===== src/rtl/spi_axi_pkg.sv =====
// Shared definitions for the SPI<->AXI bridge pair: word size, frame length,
// FSM encoding and a ceil-log2 helper.
package spi_axi_pkg;

  localparam int unsigned SWORD      = 32;
  localparam int unsigned FRAME_BITS = 2 * SWORD;

  typedef enum logic [1:0] {
    IDLE  = 2'd0,
    WRITE = 2'd1,
    RESP  = 2'd2
  } state_e;

  // Number of bits needed to encode values 0 .. value-1.
  function automatic int unsigned clogb2(input int unsigned value);
    int unsigned v;
    clogb2 = 0;
    v      = value - 1;
    while (v > 0) begin
      clogb2 = clogb2 + 1;
      v      = v >> 1;
    end
  endfunction

endpackage


===== src/rtl/spi_rx_sync.sv =====
// Synchronizes the SPI pad signals into the clk domain and detects edges on
// the synced SCLK and CEB against a one-cycle delayed copy.
module spi_rx_sync #(
  parameter int unsigned sync_stages = 2
) (
  input  logic clk,
  input  logic rst_n,
  input  logic sclk,
  input  logic ceb,
  input  logic data,
  output logic sclk_rise,
  output logic ceb_rise,
  output logic ceb_fall,
  output logic ceb_s,
  output logic data_s
);

  localparam int unsigned MSB = sync_stages - 1;

  logic [sync_stages-1:0] sclk_ff;
  logic [sync_stages-1:0] ceb_ff;
  logic [sync_stages-1:0] data_ff;
  logic                   sclk_d;
  logic                   ceb_d;

  // CEB chain resets high so that leaving reset with CEB idle is not an edge.
  always_ff @(posedge clk or negedge rst_n) begin
    if (!rst_n) begin
      sclk_ff <= '0;
      ceb_ff  <= '1;
      data_ff <= '0;
      sclk_d  <= 1'b0;
      ceb_d   <= 1'b1;
    end else begin
      sclk_ff <= {sclk_ff[sync_stages-2:0], sclk};
      ceb_ff  <= {ceb_ff[sync_stages-2:0], ceb};
      data_ff <= {data_ff[sync_stages-2:0], data};
      sclk_d  <= sclk_ff[MSB];
      ceb_d   <= ceb_ff[MSB];
    end
  end

  assign sclk_rise = sclk_ff[MSB] & ~sclk_d;
  assign ceb_rise  = ceb_ff[MSB] & ~ceb_d;
  assign ceb_fall  = ~ceb_ff[MSB] & ceb_d;
  assign ceb_s     = ceb_ff[MSB];
  assign data_s    = data_ff[MSB];

endmodule


===== src/rtl/spi_axi_master.sv =====
// SPI slave receiver that turns each 2*sword-bit frame (address, then data)
// into a single AXI4-lite write.
module spi_axi_master
  import spi_axi_pkg::*;
#(
  parameter int unsigned sword       = SWORD,
  parameter int unsigned sync_stages = 2
) (
  input  logic             CLK,
  input  logic             RST,
  input  logic             SCLK,
  input  logic             CEB,
  input  logic             DATA,
  output logic             axi_awvalid,
  input  logic             axi_awready,
  output logic [sword-1:0] axi_awaddr,
  output logic [2:0]       axi_awprot,
  output logic             axi_wvalid,
  input  logic             axi_wready,
  output logic [sword-1:0] axi_wdata,
  output logic [3:0]       axi_wstrb,
  input  logic             axi_bvalid,
  output logic             axi_bready,
  output logic             busy,
  output logic             frame_err,
  output logic             overrun
);

  localparam int unsigned FB = 2 * sword;
  localparam int unsigned CW = clogb2(FB + 2);
  localparam logic [CW-1:0] CNT_FULL = CW'(FB);
  localparam logic [CW-1:0] CNT_MAX  = CW'(FB + 1);

  logic sclk_rise, ceb_rise, ceb_fall, ceb_s, data_s;

  spi_rx_sync #(.sync_stages(sync_stages)) u_sync (
    .clk      (CLK),
    .rst_n    (RST),
    .sclk     (SCLK),
    .ceb      (CEB),
    .data     (DATA),
    .sclk_rise(sclk_rise),
    .ceb_rise (ceb_rise),
    .ceb_fall (ceb_fall),
    .ceb_s    (ceb_s),
    .data_s   (data_s)
  );

  state_e           state_q, state_d;
  logic             aw_pend_q, aw_pend_d;
  logic             w_pend_q, w_pend_d;
  logic             bready_q, bready_d;
  logic             busy_q, busy_d;
  logic             frame_err_q, frame_err_d;
  logic             overrun_q, overrun_d;
  logic [sword-1:0] awaddr_q, awaddr_d;
  logic [sword-1:0] wdata_q, wdata_d;
  logic [CW-1:0]    cnt_q, cnt_d;
  logic [FB-1:0]    shift_q, shift_d;
  logic             frame_ok;

  always_ff @(posedge CLK or negedge RST) begin
    if (!RST) begin
      state_q     <= IDLE;
      aw_pend_q   <= 1'b0;
      w_pend_q    <= 1'b0;
      bready_q    <= 1'b0;
      busy_q      <= 1'b0;
      frame_err_q <= 1'b0;
      overrun_q   <= 1'b0;
      awaddr_q    <= '0;
      wdata_q     <= '0;
      cnt_q       <= '0;
      shift_q     <= '0;
    end else begin
      state_q     <= state_d;
      aw_pend_q   <= aw_pend_d;
      w_pend_q    <= w_pend_d;
      bready_q    <= bready_d;
      busy_q      <= busy_d;
      frame_err_q <= frame_err_d;
      overrun_q   <= overrun_d;
      awaddr_q    <= awaddr_d;
      wdata_q     <= wdata_d;
      cnt_q       <= cnt_d;
      shift_q     <= shift_d;
    end
  end

  always_comb begin
    state_d     = state_q;
    aw_pend_d   = aw_pend_q;
    w_pend_d    = w_pend_q;
    awaddr_d    = awaddr_q;
    wdata_d     = wdata_q;
    shift_d     = shift_q;
    cnt_d       = cnt_q;
    frame_ok    = 1'b0;
    frame_err_d = 1'b0;
    overrun_d   = 1'b0;

    // Bit capture first so a frame-closing CEB rise sees the final bit.
    if (ceb_fall) begin
      shift_d = '0;
      cnt_d   = '0;
    end else if (sclk_rise && !ceb_s) begin
      shift_d = {shift_q[FB-2:0], data_s};
      if (cnt_q != CNT_MAX) cnt_d = cnt_q + CW'(1);
    end

    if (ceb_rise) begin
      frame_ok    = (cnt_d == CNT_FULL);
      frame_err_d = (cnt_d != CNT_FULL);
      overrun_d   = frame_ok && (state_q != IDLE);
    end

    case (state_q)
      IDLE: begin
        if (frame_ok) begin
          state_d   = WRITE;
          aw_pend_d = 1'b1;
          w_pend_d  = 1'b1;
          awaddr_d  = shift_d[FB-1:sword];
          wdata_d   = shift_d[sword-1:0];
        end
      end
      WRITE: begin
        aw_pend_d = aw_pend_q & ~axi_awready;
        w_pend_d  = w_pend_q & ~axi_wready;
        if (!aw_pend_d && !w_pend_d) state_d = RESP;
      end
      RESP: begin
        if (axi_bvalid && bready_q) state_d = IDLE;
      end
      default: state_d = IDLE;
    endcase

    bready_d = (state_d == RESP);
    busy_d   = (state_d != IDLE);
  end

  assign axi_awvalid = aw_pend_q;
  assign axi_wvalid  = w_pend_q;
  assign axi_bready  = bready_q;
  assign axi_awaddr  = awaddr_q;
  assign axi_wdata   = wdata_q;
  assign axi_awprot  = 3'b000;
  assign axi_wstrb   = 4'b1111;
  assign busy        = busy_q;
  assign frame_err   = frame_err_q;
  assign overrun     = overrun_q;

endmodule


===== config.mk =====
export PLATFORM = sky130hd
export DESIGN_NAME = spi_axi_master
export DESIGN_NICKNAME = d
export VERILOG_FILES = /design/src/rtl/spi_axi_pkg.sv /design/src/rtl/spi_rx_sync.sv /design/src/rtl/spi_axi_master.sv
export SDC_FILE = /design/constraint.sdc
export NUM_CORES = 1
export LEC_CHECK = 0
export ABC_CLOCK_PERIOD_IN_PS = 5700
export CORE_ASPECT_RATIO = 2
export CORE_MARGIN = 4
export CORE_UTILIZATION = 38
export DETAILED_ROUTE_END_ITERATION = 8
export PLACE_DENSITY = 0.66
export SLEW_MARGIN = 20
export SYNTH_ARGS = -nofsm -noshare
export SYNTH_HDL_FRONTEND = slang
export SYNTH_HIERARCHICAL = 1
export SYNTH_SLANG_ARGS = --single-unit

===== constraint.sdc =====
create_clock -name CLK -period 5.7 [get_ports CLK]
set_clock_uncertainty 0.15 [all_clocks]
set_input_delay 1.425 -clock CLK [delete_from_list [all_inputs] [get_ports CLK]]
set_output_delay 1.425 -clock CLK [all_outputs]
set_load 0.01 [all_outputs]

; ---- Word level (Yosys, flattened, before mapping)
; Index checks and enable logic that the tools add are counted.
[word_totals]
register_bits = 151
[classes]
n_addsub = 1
n_eq_ne = 7
muxes = 15
bitwise = 10
n_reduce_logical = 13
[op_table]
columns = cell, n
row1 = 64-bit two-way mux, 2
row2 = 7-bit two-way mux, 3
row3 = 7-bit inequality test (second input constant), 2
row4 = 7-bit by 1-bit adder with 7-bit output (second input constant), 1
row5 = 7-bit == test (second input constant), 1
row6 = 2-bit two-way mux, 3
row7 = 2-bit case mux with 3 select lines, 1
row8 = 2-bit nonzero test, 3
row9 = 1-bit AND, 5
row10 = 1-bit NOT, 5
row11 = 2-bit == test (second input constant), 2
row12 = 1-bit logical AND, 4
row13 = 1-bit two-way mux, 4
row14 = 1-bit case mux with 2 select lines, 2
row15 = 2-bit AND reduction, 2
row16 = 1-bit logical NOT, 3
row17 = 2-bit by 1-bit == test with 1-bit output (second input constant), 1
row18 = 2-bit logical NOT, 1
row19 = 2-bit inequality test (second input constant), 1

; ---- Depth between registers and ports, before layout
; Gate-level depths: netlist (run 1).
[depth]
ltp_word = 10
mapped_depth = 9
ltp_nobuf = 8

; ---- By module
; The synthesis (run 1) kept the hierarchy.
[modules_own_cells]
columns = mod, instances, cells_each, area_each_um2, seq_area_each_um2
row1 = spi_axi_master, 1, 505, 6002.0, 3578.4
row2 = spi_rx_sync, 1, 11, 225.2, 203.9

; ---- Least setup slack after synthesis (run 1)
; OpenSTA, ideal clock, no wires.
[synth_timing]
kind = register to register
startpoint = register cnt_q[0]
endpoint = register awaddr_q[0], in the netlist axi_awaddr[0]
setup_time_ns = 0.125
arrival_ns = 2.396
required_time_ns = 5.425
setup_slack_ns = 3.029
path_stages_with_launch = 9
synth_period_minus_slack_ns = 2.671
cell_sequence = dfrtp_1 ha_1 and3b_1 a21oi_2 or3_4 a2111oi_4 nand3_4 buf_6 mux2_4
[synth_via]
elab_chain_cells = 7
word_cells_on_any_way = 8
cone_classes = add/sub (1) / eq/ne (2) / mux (4) / reduce/logical (1)
[synth_rtl]
columns = item, line
row1 = "start, declared", spi_axi_master.sv:58  ; logic [CW-1:0] cnt_q, cnt_d;
row2 = "start signal, assigned", spi_axi_master.sv:85  ; cnt_q <= cnt_d;
row3 = 7-bit by 1-bit adder with 7-bit output or 7-bit inequality test (tied branches), spi_axi_master.sv:108  ; if (cnt_q != CNT_MAX) cnt_d = cnt_q + CW'(1);
row4 = 7-bit two-way mux, spi_axi_master.sv:108
row5 = 7-bit two-way mux (*), spi_axi_master.sv:106  ; end else if (sclk_rise && !ceb_s) begin
row6 = 7-bit two-way mux (*), spi_axi_master.sv:103  ; if (ceb_fall) begin
row7 = 7-bit == test (*), spi_axi_master.sv:112  ; frame_ok = (cnt_d == CNT_FULL);
row8 = 1-bit two-way mux (*), spi_axi_master.sv:111  ; if (ceb_rise) begin
row9 = 2-bit AND reduction (no line) (*), n/a
row10 = "end signal, assigned", spi_axi_master.sv:83  ; awaddr_q <= awaddr_d;
row11 = "end, declared", spi_axi_master.sv:56  ; logic [sword-1:0] awaddr_q, awaddr_d;
; Mark *: on every way between the ends. The rest lies on a longest branch, timed or not.
; A chain may end at the register's enable or synchronous reset.

; ---- Final worst setup path (run 1)
[layout_timing]
startpoint = register u_sync.sclk_ff[1]
endpoint = register awaddr_q[6], in the netlist axi_awaddr[6]
[layout_via]
elab_chain_cells = 7
word_cells_on_any_way = 9
cone_classes = eq/ne (1) / mux (5) / bitwise (1) / reduce/logical (2)
[layout_rtl]
columns = item, line
row1 = "start, declared", spi_rx_sync.sv:20  ; logic [sync_stages-1:0] sclk_ff;
row2 = "start signal, assigned", spi_rx_sync.sv:35  ; sclk_ff <= {sclk_ff[sync_stages-2:0], sclk};
row3 = 1-bit AND, spi_rx_sync.sv:43  ; assign sclk_rise = sclk_ff[MSB] & ~sclk_d;
row4 = net sclk_rise, spi_axi_master.sv:34  ; logic sclk_rise, ceb_rise, ceb_fall, ceb_s, data_s;
row5 = 1-bit logical AND, spi_axi_master.sv:106
row6 = 7-bit two-way mux, spi_axi_master.sv:106
row7 = 7-bit two-way mux, spi_axi_master.sv:103
row8 = net cnt_d[5], spi_axi_master.sv:58
row9 = 7-bit == test, spi_axi_master.sv:112
row10 = 1-bit two-way mux, spi_axi_master.sv:111
row11 = 2-bit AND reduction (no line), n/a
; The timed path passes the listed nets, and every way through them passes these cells.

==> impl_metrics.xml, run 1 <==
<?xml version="1.0" encoding="UTF-8"?>
<metrics>
  <group name="status">
    <metric name="run_status" unit="">finished clean</metric>
  </group>
  <group name="floorplan">
    <metric name="core-area" unit="um2">16200</metric>
    <metric name="ios" unit="">85</metric>
    <metric name="fp-row-count" unit="">66</metric>
    <metric name="chip_height" unit="um">189</metric>
    <metric name="fp.dieArea" unit="um2">18600</metric>
    <metric name="floorplan.initialDensity" unit="%">38.5</metric>
    <metric name="die_wd" unit="um">98.5</metric>
  </group>
  <group name="clock_tree">
    <metric name="clock_root_cell" unit="">clkbuf_16</metric>
    <metric name="cts-root-to-sink-buffers" unit="">2</metric>
    <metric name="clock-sinks" unit="">151</metric>
    <metric name="cts_hold_buf" unit="">0</metric>
    <metric name="tritoncts" unit="">done</metric>
    <metric name="h-tree-depth" unit="">4</metric>
    <metric name="post_cts.repair.setup_buffers" unit="">0</metric>
    <metric name="cts-buffers-inserted" unit="">17</metric>
    <metric name="postCtsResizedCells" unit="">0</metric>
    <metric name="clkTransAtPathRegs" unit="ns">0.06</metric>
    <metric name="clkLatencyLatePin" unit="ns">0.41</metric>
  </group>
  <group name="yosys">
    <metric name="synthFlopType" unit="">dfrtp_1</metric>
    <metric name="synth.cell_area" unit="um2">6230</metric>
    <metric name="count_of_flip_flops_with_a_built_in_enable_after_synthesis" unit="">0</metric>
    <metric name="synth_seq_cells" unit="">151</metric>
    <metric name="synth_xor_area_share" unit="%">0.563</metric>
    <metric name="ys_types" unit="">41</metric>
    <metric name="seq_area_frac_synth" unit="%">60.7</metric>
    <metric name="multiplexer_share_of_the_synthesized_area" unit="%">15.4</metric>
    <metric name="synthArstFlopShare" unit="%">100</metric>
    <metric name="adder_cell_share_of_the_synthesized_area" unit="%">0.402</metric>
    <metric name="avgSynthCellArea" unit="um2">12.1</metric>
    <metric name="post_synth_inst_count" unit="">516</metric>
    <metric name="synth-compound-area-share" unit="%">7.78</metric>
    <metric name="synth-warning-count" unit="">6</metric>
    <metric name="synth_top_family_by_area" unit="">multiplexers</metric>
    <metric name="synth-simple-area-share" unit="%">11.4</metric>
  </group>
  <group name="drt">
    <metric name="detail_route.iter0.violations" unit="">234</metric>
    <metric name="dr_total_vias" unit="">3999</metric>
    <metric name="drc_errors" unit="">0</metric>
    <metric name="via_density_per_instance" unit="">4.97</metric>
    <metric name="routed_wl" unit="um">12500</metric>
    <metric name="dr_wl_cell" unit="um">15.5</metric>
    <metric name="detail-route-antenna-nets" unit="">0</metric>
    <metric name="drt-pass1-iter-count" unit="">5</metric>
  </group>
  <group name="pwr">
    <metric name="power.ir.vdd_worst" unit="uV">225</metric>
    <metric name="power.density_cell_area" unit="nW/um2">301</metric>
    <metric name="power.leakage" unit="nW">3.62</metric>
  </group>
  <group name="placed_design">
    <metric name="place.detailed.hpwl" unit="um">8120</metric>
    <metric name="gp_routability_congestion" unit="">0.741</metric>
    <metric name="io_buffer_count" unit="">77</metric>
    <metric name="placedCellCount" unit="">773</metric>
  </group>
  <group name="timing">
    <metric name="post_route_fraction_of_the_period_consumed_by_the_critical_path" unit="%">64.7</metric>
    <metric name="fin_crit_period" unit="ns">3.69</metric>
    <metric name="rsz0062_at_grt" unit="">no</metric>
    <metric name="fin_hold_viols" unit="">0</metric>
    <metric name="max_slew_margin" unit="%">36.2</metric>
    <metric name="timing.final.max_slew_violations" unit="">0</metric>
    <metric name="timing.fmax" unit="MHz">271</metric>
    <metric name="finalSetupTns" unit="ns">0</metric>
    <metric name="setup_viol" unit="">0</metric>
    <metric name="worst_slew_pin_slew" unit="ns">0.957</metric>
  </group>
  <group name="critical_path">
    <metric name="worst_reg2reg_startpoint" unit="">u_sync/sclk_ff[1]</metric>
    <metric name="critical_path.endpoint_type" unit="">register</metric>
    <metric name="crit_type" unit="">reg -&gt; reg</metric>
    <metric name="critical_path.startpoint_type" unit="">register</metric>
    <metric name="crit_path_max_fanout" unit="">53</metric>
    <metric name="critPathRequiredTime" unit="ns">5.85</metric>
    <metric name="crit_arrival" unit="ns">3.84</metric>
    <metric name="crit_path_start" unit="">u_sync/sclk_ff[1]</metric>
    <metric name="rrSetupSlack" unit="ns">2.01</metric>
    <metric name="reg2reg_depth" unit="">9</metric>
    <metric name="worst_r2r_endpoint" unit="">axi_awaddr[6]</metric>
  </group>
  <group name="global_routing">
    <metric name="leftover_overflow_at_the_end_of_global_routing" unit="">0</metric>
    <metric name="globalRouteTotalUtil" unit="%">14.0</metric>
    <metric name="grt_first_pass_wirelength" unit="um">20700</metric>
    <metric name="grt_pass1_vias" unit="">4254</metric>
    <metric name="initial_antenna_violation_count" unit="">0</metric>
    <metric name="largest_net_degree_at_the_start_of_global_routing" unit="">109</metric>
  </group>
  <group name="worst_hold_path">
    <metric name="worst_hold_path.num_cells" unit="">0</metric>
    <metric name="worst_hold_startpoint" unit="">u_sync/ceb_ff[0]</metric>
    <metric name="min-delay-path-class" unit="">reg -&gt; reg</metric>
    <metric name="hold_end" unit="">u_sync/ceb_ff[1]</metric>
  </group>
  <group name="layout">
    <metric name="final_layout_size_suffix_gt1_share" unit="%">19.3</metric>
    <metric name="count_of_inserted_antenna_diode_cells" unit="">0</metric>
    <metric name="final_net_count" unit="">598</metric>
    <metric name="fillCellCount" unit="">1468</metric>
    <metric name="layout_common_cells" unit="">148 x dfrtp_1, 133 x nand2_1, 76 x clkdlybuf4s50_1</metric>
    <metric name="syn2layout_area_growth" unit="%">24.4</metric>
    <metric name="layout.cells.most_common" unit="">dfrtp_1</metric>
    <metric name="post-route-util" unit="%">47.9</metric>
    <metric name="finish.cell_count_without_fillers" unit="">805</metric>
  </group>
  <group name="job">
    <metric name="cap_violations" unit="">0</metric>
  </group>
</metrics>
## power breakdown
part / switching (mW) / internal [mW]
Sequential: 0.0104 / 1.08
Combinational: 0.0597 / 0.0245
Clock: 0.450 / 0.706
Total: 0.520 / 1.81
## cell families (layout without fill, tap and decap cells)
family	Yosys count	in the layout
compound gates	85	85
xor+xnor	4	4
simple gates	165	165
fa+ha+maj	2	2
flops	151	151
buf+inv	42	122
other cells	2	7
mux	65	65
## critical path, cell delays in order, from the launching register on
cell and delay [ns]:
dfrtp_1 0.35, nor2b_1 0.25, nor2b_4 0.43, buf_4 0.52, a31o_2 0.28, a21oi_1 0.11
a2111oi_4 0.42, nand3_4 0.30, buf_4 0.38, mux2_4 0.35
## cells in the mapped netlist, drive strengths merged, types with 2 or more instances
cell / instances / area [um2]
clkbuf: 16 / 60.1
mux2: 64 / 946
dfstp: 3 / 78.8
nor3: 4 / 31.3
buf: 20 / 146
nor2: 7 / 26.3
nand3: 4 / 32.5
nand4: 2 / 12.5
or3: 2 / 17.5
o21ai: 7 / 35.0
a21oi: 67 / 339
nand2: 133 / 499
conb: 2 / 7.51
ha: 2 / 25.0
nand2b: 3 / 18.8
dfrtp: 148 / 3700
o211ai: 2 / 15.0
xor2: 3 / 26.3
inv: 6 / 22.5
nor2b: 7 / 43.8
## how the worst max path moves through the flow
stage | end | slack (ns) | depth (start not counted)
detailed placement | axi_awaddr[8] | 2.00 | 9
CTS | axi_awaddr[6] | 1.99 | 9
global placement | axi_awaddr[5] | 2.12 | 9
global route | axi_awaddr[6] | 1.79 | 9
finish | axi_awaddr[6] | 2.01 | 9
floorplan | axi_awaddr[0] | 3.03 | 8
## registers in the layout (all words and copies together) (netlist names)
name / count
shift_q: 64
axi_awaddr: 32
axi_wdata: 32
cnt_q: 7
state_q: 2
u_sync/ceb_ff: 2
u_sync/data_ff: 2
u_sync/sclk_ff: 2
axi_awvalid: 1
axi_bready: 1
axi_wvalid: 1
busy: 1
frame_err: 1
overrun: 1
u_sync/ceb_d: 1
u_sync/sclk_d: 1
## layout make-up
type / count / area, um2 / share of cell area, %
clock buffer: 19 / 443 / 5.72
clock inverter: 13 / 169 / 2.18
inverter: 6 / 22.5 / 0.291
multi-input combinational: 328 / 2250 / 29.1
sequential: 151 / 3780 / 48.8
tap: 204 / 255 / 3.29
timing repair buffer: 84 / 825 / 10.6
## stage by stage
stage	hold slack (ns)	worst slack, ns	power [mW]	instance area (um2)
global route	0.210	1.79	2.42	7750
global placement	0.184	2.12	1.20	7140
detailed placement	0.199	2.00	1.20	7140
floorplan	0.181	3.03	1.16	6250
CTS	0.203	1.99	2.36	7750
finish	0.206	2.01	2.33	7750
## per-layer routing
metal | GRT usage (%) | share of wire, %
met5 | 0 | 0
met4 | 8.00 | 3.1
met3 | 2.91 | 3.3
met2 | 24.0 | 52
met1 | 15.8 | 41
No activity file was read; power rests on OpenSTA's default activity.
==> inputs of run 2 (changes only) <==
--- a/config.mk
+++ b/config.mk
@@ -5,12 +5,12 @@
 export SDC_FILE = /design/constraint.sdc
 export NUM_CORES = 1
 export LEC_CHECK = 0
-export ABC_CLOCK_PERIOD_IN_PS = 5700
+export ABC_CLOCK_PERIOD_IN_PS = 3000
 export CORE_ASPECT_RATIO = 2
 export CORE_MARGIN = 4
 export CORE_UTILIZATION = 38
 export DETAILED_ROUTE_END_ITERATION = 8
-export PLACE_DENSITY = 0.66
+export PLACE_DENSITY = 0.68
 export SLEW_MARGIN = 20
 export SYNTH_ARGS = -nofsm -noshare
 export SYNTH_HDL_FRONTEND = slang
==> constraint.sdc (replaced) <==
create_clock -name CLK -period 3 [get_ports CLK]
set_clock_uncertainty 0.15 [all_clocks]
set_input_delay 0.75 -clock CLK [delete_from_list [all_inputs] [get_ports CLK]]
set_output_delay 0.75 -clock CLK [all_outputs]
set_load 0.01 [all_outputs]
==> impl_metrics.xml, run 2 (synthesized netlist as in run 1, its figures left out) <==
<?xml version="1.0" encoding="UTF-8"?>
<metrics>
  <group name="clock_tree">
    <metric name="clkLatencyLatePin" unit="ns">0.43</metric>
    <metric name="cts-root-to-sink-buffers" unit="">2</metric>
    <metric name="cts-buffers-inserted" unit="">17</metric>
    <metric name="tritoncts" unit="">done</metric>
    <metric name="clock-sinks" unit="">151</metric>
    <metric name="clkTransAtPathRegs" unit="ns">0.07</metric>
    <metric name="clock_root_cell" unit="">clkbuf_16</metric>
    <metric name="h-tree-depth" unit="">4</metric>
  </group>
  <group name="critical_path">
    <metric name="worst_reg2reg_startpoint" unit="">cnt_q[1]</metric>
    <metric name="critical_path.endpoint_type" unit="">register</metric>
    <metric name="crit_type" unit="">reg -&gt; reg</metric>
    <metric name="critPathRequiredTime" unit="ns">3.16</metric>
    <metric name="crit_arrival" unit="ns">3.01</metric>
    <metric name="crit_path_start" unit="">cnt_q[1]</metric>
    <metric name="crit_path_max_fanout" unit="">10</metric>
    <metric name="critical_path.startpoint_type" unit="">register</metric>
  </group>
  <group name="floorplan">
    <metric name="core-area" unit="um2">16200</metric>
    <metric name="floorplan.initialDensity" unit="%">38.5</metric>
    <metric name="fp.dieArea" unit="um2">18600</metric>
    <metric name="ios" unit="">85</metric>
    <metric name="fp-row-count" unit="">66</metric>
    <metric name="die_wd" unit="um">98.5</metric>
    <metric name="chip_height" unit="um">189</metric>
  </group>
  <group name="layout">
    <metric name="final_net_count" unit="">609</metric>
    <metric name="syn2layout_area_growth" unit="%">26.2</metric>
    <metric name="layout_common_cells" unit="">148 x dfrtp_1, 133 x nand2_1, 76 x clkdlybuf4s50_1</metric>
    <metric name="post-route-util" unit="%">48.5</metric>
    <metric name="largest_register_ffs" unit="">64</metric>
    <metric name="final_layout_size_suffix_gt1_share" unit="%">20.9</metric>
    <metric name="largest_register" unit="">shift_q</metric>
    <metric name="layout.cells.most_common" unit="">dfrtp_1</metric>
    <metric name="count_of_inserted_antenna_diode_cells" unit="">0</metric>
  </group>
  <group name="timing">
    <metric name="timing.fmax" unit="MHz">351</metric>
    <metric name="post_route_fraction_of_the_period_consumed_by_the_critical_path" unit="%">95.1</metric>
    <metric name="fin_crit_period" unit="ns">2.85</metric>
    <metric name="setup_viol" unit="">0</metric>
    <metric name="max_slew_margin" unit="%">56.3</metric>
    <metric name="finalSetupTns" unit="ns">0</metric>
    <metric name="timing.final.max_slew_violations" unit="">0</metric>
    <metric name="worst_slew_pin_slew" unit="ns">0.655</metric>
    <metric name="fin_hold_viols" unit="">0</metric>
    <metric name="rsz0062_at_grt" unit="">no</metric>
  </group>
  <group name="pwr">
    <metric name="total_power" unit="mW">4.36</metric>
    <metric name="power.density_cell_area" unit="nW/um2">556</metric>
    <metric name="power.leakage" unit="nW">3.70</metric>
    <metric name="power.ir.vdd_worst" unit="uV">407</metric>
  </group>
  <group name="placed_design">
    <metric name="gp_routability_congestion" unit="">0.769</metric>
    <metric name="io_buffer_count" unit="">77</metric>
    <metric name="place.detailed.hpwl" unit="um">8880</metric>
  </group>
  <group name="global_routing">
    <metric name="gr_layer_usage_met1" unit="%">16.7</metric>
    <metric name="met3_global_route_usage" unit="%">3.28</metric>
    <metric name="leftover_overflow_at_the_end_of_global_routing" unit="">0</metric>
    <metric name="met2_usage" unit="%">25.9</metric>
    <metric name="busiest_layer" unit="">met2</metric>
    <metric name="grt_pass1_vias" unit="">4243</metric>
    <metric name="globalRouteTotalUtil" unit="%">14.9</metric>
    <metric name="grt_first_pass_wirelength" unit="um">21800</metric>
    <metric name="initial_antenna_violation_count" unit="">0</metric>
    <metric name="largest_net_degree_at_the_start_of_global_routing" unit="">81</metric>
  </group>
  <group name="drt">
    <metric name="dr_wl_cell" unit="um">16.2</metric>
    <metric name="via_density_per_instance" unit="">4.94</metric>
    <metric name="detail_route.iter0.violations" unit="">188</metric>
    <metric name="dr_total_vias" unit="">4030</metric>
    <metric name="drt-pass1-iter-count" unit="">5</metric>
    <metric name="detail-route-antenna-nets" unit="">0</metric>
    <metric name="drc_errors" unit="">0</metric>
    <metric name="routed_wl" unit="um">13200</metric>
  </group>
  <group name="job">
    <metric name="cap_violations" unit="">0</metric>
  </group>
  <group name="status">
    <metric name="run_status" unit="">finished clean</metric>
  </group>
  <group name="worst_hold_path">
    <metric name="min-delay-path-class" unit="">in -&gt; async</metric>
  </group>
</metrics>
-- run 2: cell types whose count changed in the layout (fill, tap and decap cells not counted), moves of 2 or more --
| cell | previous run | this run |
|---|---|---|
| buf_12 | 0 | 3 |
| clkinvlp_4 | 4 | 2 |
| inv_6 | 4 | 2 |
| clkinv_8 | 0 | 4 |
| inv_8 | 0 | 6 |
| buf_4 | 7 | 15 |
| bufinv_16 | 3 | 0 |
-- run 2: layout make-up --
cell class,count,area (um2)
fillers,1494,8330
well taps,204,255
repair buffers,95,945
inverters,6,22.5
multi-input cells,328,2250
clock buffers,17,425
clock inverters,15,174
flip-flops and latches,151,3780
-- run 2: worst paths after layout --
kind                                      to  slack, ns  depth (start not counted)
max reg2reg                   axi_awaddr[30]       0.15                          9
max in group asynchronous        shift_q[54]       1.84                          2
min reg2reg                u_sync/data_ff[1]       0.20                          0
min                              shift_q[55]       0.08                          1
min in group CLK           u_sync/data_ff[1]       0.20                          0
max                           axi_awaddr[30]       0.15                          9
-- run 2: per-stage QoR --
step	cells	hold WS (ns)	setup WS, ns	cell area [um2]
after floorplan	521	0.181	0.329	6250
after global placement	782	0.185	0.127	7240
after detailed placement	782	0.185	0.0151	7240
after CTS	816	0.0887	0.117	7860
after global routing	816	0.114	0.0146	7860
final	816	0.0782	0.148	7860
-- run 2: report_power, final --
| part | leakage, nW | switching [mW] | internal [mW] |
|---|---|---|---|
| registers | 2.07 | 0.0139 | 2.06 |
| logic | 1.34 | 0.124 | 0.0572 |
| clock network | 0.287 | 0.989 | 1.12 |
| total | 3.70 | 1.13 | 3.24 |
-- run 2: critical path, cell delays in order (launching register included) --
cell and delay, ns:
dfrtp_1 0.37, inv_1 0.08, ha_1 0.17, and3b_1 0.22, a21oi_2 0.08, or3_4 0.39, a2111oi_4 0.47, nand3_4 0.23
buf_4 0.26, mux2_4 0.32
-- run 2: metal layers --
layer  up-vias  routed length, um
li1       1868                  -
met1      2028               5130
met2       102               7150
met3        32                533
met4         0                426
met5         -                  0
-- run 2: what timing repair did --
action | CTS | global route
gates resized for setup | 0 | 0
pin swaps | 1 | 2
setup endpoints to repair | 1 | 8
buffers inserted | 2 | 0
gates cloned | 0 | 0
hold buffers | 0 | 0
==> inputs of run 3 (changes only) <==
--- a/config.mk
+++ b/config.mk
@@ -8,9 +8,10 @@
 export ABC_CLOCK_PERIOD_IN_PS = 3000
 export CORE_ASPECT_RATIO = 2
 export CORE_MARGIN = 4
-export CORE_UTILIZATION = 38
+export CORE_UTILIZATION = 40
 export DETAILED_ROUTE_END_ITERATION = 8
-export PLACE_DENSITY = 0.68
+export GPL_TIMING_DRIVEN = 0
+export PLACE_DENSITY = 0.71
 export SLEW_MARGIN = 20
 export SYNTH_ARGS = -nofsm -noshare
 export SYNTH_HDL_FRONTEND = slang
==> impl_metrics.xml, run 3 (synthesized netlist as in run 1, its figures left out) <==
<?xml version="1.0" encoding="UTF-8"?>
<metrics>
  <group name="timing">
    <metric name="finalSetupTns" unit="ns">0</metric>
    <metric name="worst_slew_pin_slew" unit="ns">0.648</metric>
    <metric name="max_slew_margin" unit="%">56.8</metric>
    <metric name="rsz0062_at_grt" unit="">no</metric>
    <metric name="fin_crit_period" unit="ns">2.88</metric>
    <metric name="timing.fmax" unit="MHz">347</metric>
    <metric name="timing.final.max_slew_violations" unit="">0</metric>
    <metric name="hold_ws" unit="ns">0.150</metric>
    <metric name="setup_viol" unit="">0</metric>
    <metric name="post_route_fraction_of_the_period_consumed_by_the_critical_path" unit="%">96.0</metric>
    <metric name="fin_hold_viols" unit="">0</metric>
  </group>
  <group name="floorplan">
    <metric name="fp.dieArea" unit="um2">17700</metric>
    <metric name="ios" unit="">85</metric>
    <metric name="floorplan.initialDensity" unit="%">40.7</metric>
    <metric name="chip_height" unit="um">184</metric>
    <metric name="fp-row-count" unit="">64</metric>
    <metric name="core-area" unit="um2">15300</metric>
    <metric name="die_wd" unit="um">96.2</metric>
  </group>
  <group name="critical_path">
    <metric name="rrSetupSlack" unit="ns">0.12</metric>
    <metric name="reg2reg_depth" unit="">9</metric>
    <metric name="crit_arrival" unit="ns">3.01</metric>
    <metric name="worst_r2r_endpoint" unit="">axi_awaddr[20]</metric>
    <metric name="critical_path.startpoint_type" unit="">register</metric>
    <metric name="critPathRequiredTime" unit="ns">3.13</metric>
    <metric name="critical_path.endpoint_type" unit="">register</metric>
    <metric name="crit_type" unit="">reg -&gt; reg</metric>
    <metric name="worst_reg2reg_startpoint" unit="">cnt_q[0]</metric>
    <metric name="crit_path_max_fanout" unit="">10</metric>
  </group>
  <group name="global_routing">
    <metric name="grt_first_pass_wirelength" unit="um">21900</metric>
    <metric name="initial_antenna_violation_count" unit="">0</metric>
    <metric name="met3_global_route_usage" unit="%">2.29</metric>
    <metric name="gr_layer_usage_met1" unit="%">17.9</metric>
    <metric name="met2_usage" unit="%">27.9</metric>
    <metric name="globalRouteTotalUtil" unit="%">15.8</metric>
    <metric name="busiest_layer" unit="">met2</metric>
    <metric name="grt_pass1_vias" unit="">4522</metric>
    <metric name="largest_net_degree_at_the_start_of_global_routing" unit="">79</metric>
    <metric name="leftover_overflow_at_the_end_of_global_routing" unit="">0</metric>
  </group>
  <group name="pwr">
    <metric name="power.density_cell_area" unit="nW/um2">565</metric>
    <metric name="power.leakage" unit="nW">3.74</metric>
    <metric name="power.ir.vdd_worst" unit="uV">465</metric>
  </group>
  <group name="layout">
    <metric name="largest_register" unit="">shift_q</metric>
    <metric name="largest_register_ffs" unit="">64</metric>
    <metric name="final_net_count" unit="">632</metric>
    <metric name="count_of_inserted_antenna_diode_cells" unit="">0</metric>
    <metric name="design_area" unit="um2">8000</metric>
    <metric name="layout_common_cells" unit="">147 x dfrtp_1, 133 x nand2_1, 76 x clkdlybuf4s50_1</metric>
    <metric name="fillCellCount" unit="">1311</metric>
    <metric name="post-route-util" unit="%">52.3</metric>
    <metric name="syn2layout_area_growth" unit="%">28.5</metric>
    <metric name="layout.cells.most_common" unit="">dfrtp_1</metric>
    <metric name="final_layout_size_suffix_gt1_share" unit="%">20.8</metric>
  </group>
  <group name="placed_design">
    <metric name="gp_routability_congestion" unit="">0.855</metric>
    <metric name="place.detailed.hpwl" unit="um">8800</metric>
    <metric name="dpl_cell_area" unit="um2">7300</metric>
    <metric name="io_buffer_count" unit="">77</metric>
  </group>
  <group name="drt">
    <metric name="dr_total_vias" unit="">4081</metric>
    <metric name="routed_wl" unit="um">12700</metric>
    <metric name="via_density_per_instance" unit="">4.90</metric>
    <metric name="drc_errors" unit="">0</metric>
    <metric name="detail-route-antenna-nets" unit="">0</metric>
    <metric name="drt-pass1-iter-count" unit="">5</metric>
    <metric name="dr_wl_cell" unit="um">15.3</metric>
    <metric name="detail_route.iter0.violations" unit="">177</metric>
  </group>
  <group name="clock_tree">
    <metric name="clock-sinks" unit="">151</metric>
    <metric name="cts_hold_buf" unit="">0</metric>
    <metric name="clock_root_cell" unit="">clkbuf_16</metric>
    <metric name="cts-root-to-sink-buffers" unit="">2</metric>
    <metric name="tritoncts" unit="">done</metric>
    <metric name="clkTransAtPathRegs" unit="ns">0.06</metric>
    <metric name="h-tree-depth" unit="">4</metric>
    <metric name="cts-buffers-inserted" unit="">17</metric>
    <metric name="clkLatencyLatePin" unit="ns">0.41</metric>
  </group>
  <group name="status">
    <metric name="run_status" unit="">finished clean</metric>
  </group>
  <group name="job">
    <metric name="cap_violations" unit="">0</metric>
  </group>
  <group name="worst_hold_path">
    <metric name="min-delay-path-class" unit="">in -&gt; async</metric>
  </group>
</metrics>
## run 3: cell types whose count changed in the layout (fill, tap and decap cells not counted), sizes merged
| cell | before | now |
|---|---|---|
| clkbuf | 17 | 33 |
| buf | 19 | 27 |
| inv | 14 | 9 |
| bufinv | 0 | 4 |
| clkinv | 5 | 3 |
| clkinvlp | 2 | 4 |
## run 3: repair_timing
| item | CTS | global route |
|---|---|---|
| gates resized for setup | 2 | 8 |
| pin swaps | 1 | 1 |
| endpoints found under the setup margin | 60 | 63 |
| setup buffers | 2 | 2 |
## run 3: routing by layer
layer	share of wire, %	vias up
met5	0	-
met4	3.2	0
met3	3.1	27
met2	54	90
met1	40	2043
li1	-	1921
## run 3: power by group
part	switching [mW]	total, mW	internal (mW)
Combinational	0.118	0.177	0.0593
Sequential	0.0177	2.08	2.06
Clock	0.843	2.26	1.42
## run 3: worst max path at each step
| stage | slack (ns) | cells after the start | to | start |
|---|---|---|---|---|
| after floorplan | 0.33 | 8 | axi_awaddr[0] | cnt_q[0] |
| after global placement | -4.64 | 1 | axi_wdata[17] | RST |
| after detailed placement | -0.17 | 9 | axi_awaddr[8] | u_sync/sclk_d |
| after CTS | 0.05 | 9 | axi_awaddr[0] | cnt_q[0] |
| after global routing | 0.0009 | 10 | axi_awaddr[2] | u_sync/sclk_d |
| final | 0.12 | 9 | axi_awaddr[20] | cnt_q[0] |
## run 3: cell type report
type,count,area (um2),area share [%]
timing repair buffer,82,846,10.6
clock inverter,14,195,2.44
clock buffer,18,439,5.49
sequential,151,3780,47.3
multi-input combinational,328,2260,28.2
tap,198,248,3.10
buffer,36,209,2.61
inverter,6,22.5,0.281
## run 3: worst max-delay path: stages, from the launching register on
cell	delay, ns
dfrtp_2	0.47
ha_1	0.22
and3b_2	0.24
a21oi_4	0.22
o311ai_2	0.18
a2111oi_4	0.50
nand3_4	0.12
buf_12	0.18
buf_6	0.16
mux2_4	0.30
## run 3: stage by stage
stage                     instances  power, mW  setup WS, ns
after global placement          796       2.28         -4.64
after detailed placement        797       2.29        -0.171
final                           833       4.52         0.120
after global routing            833       4.70      0.000864
after floorplan                 521       2.20         0.329
after CTS                       831       4.57        0.0510
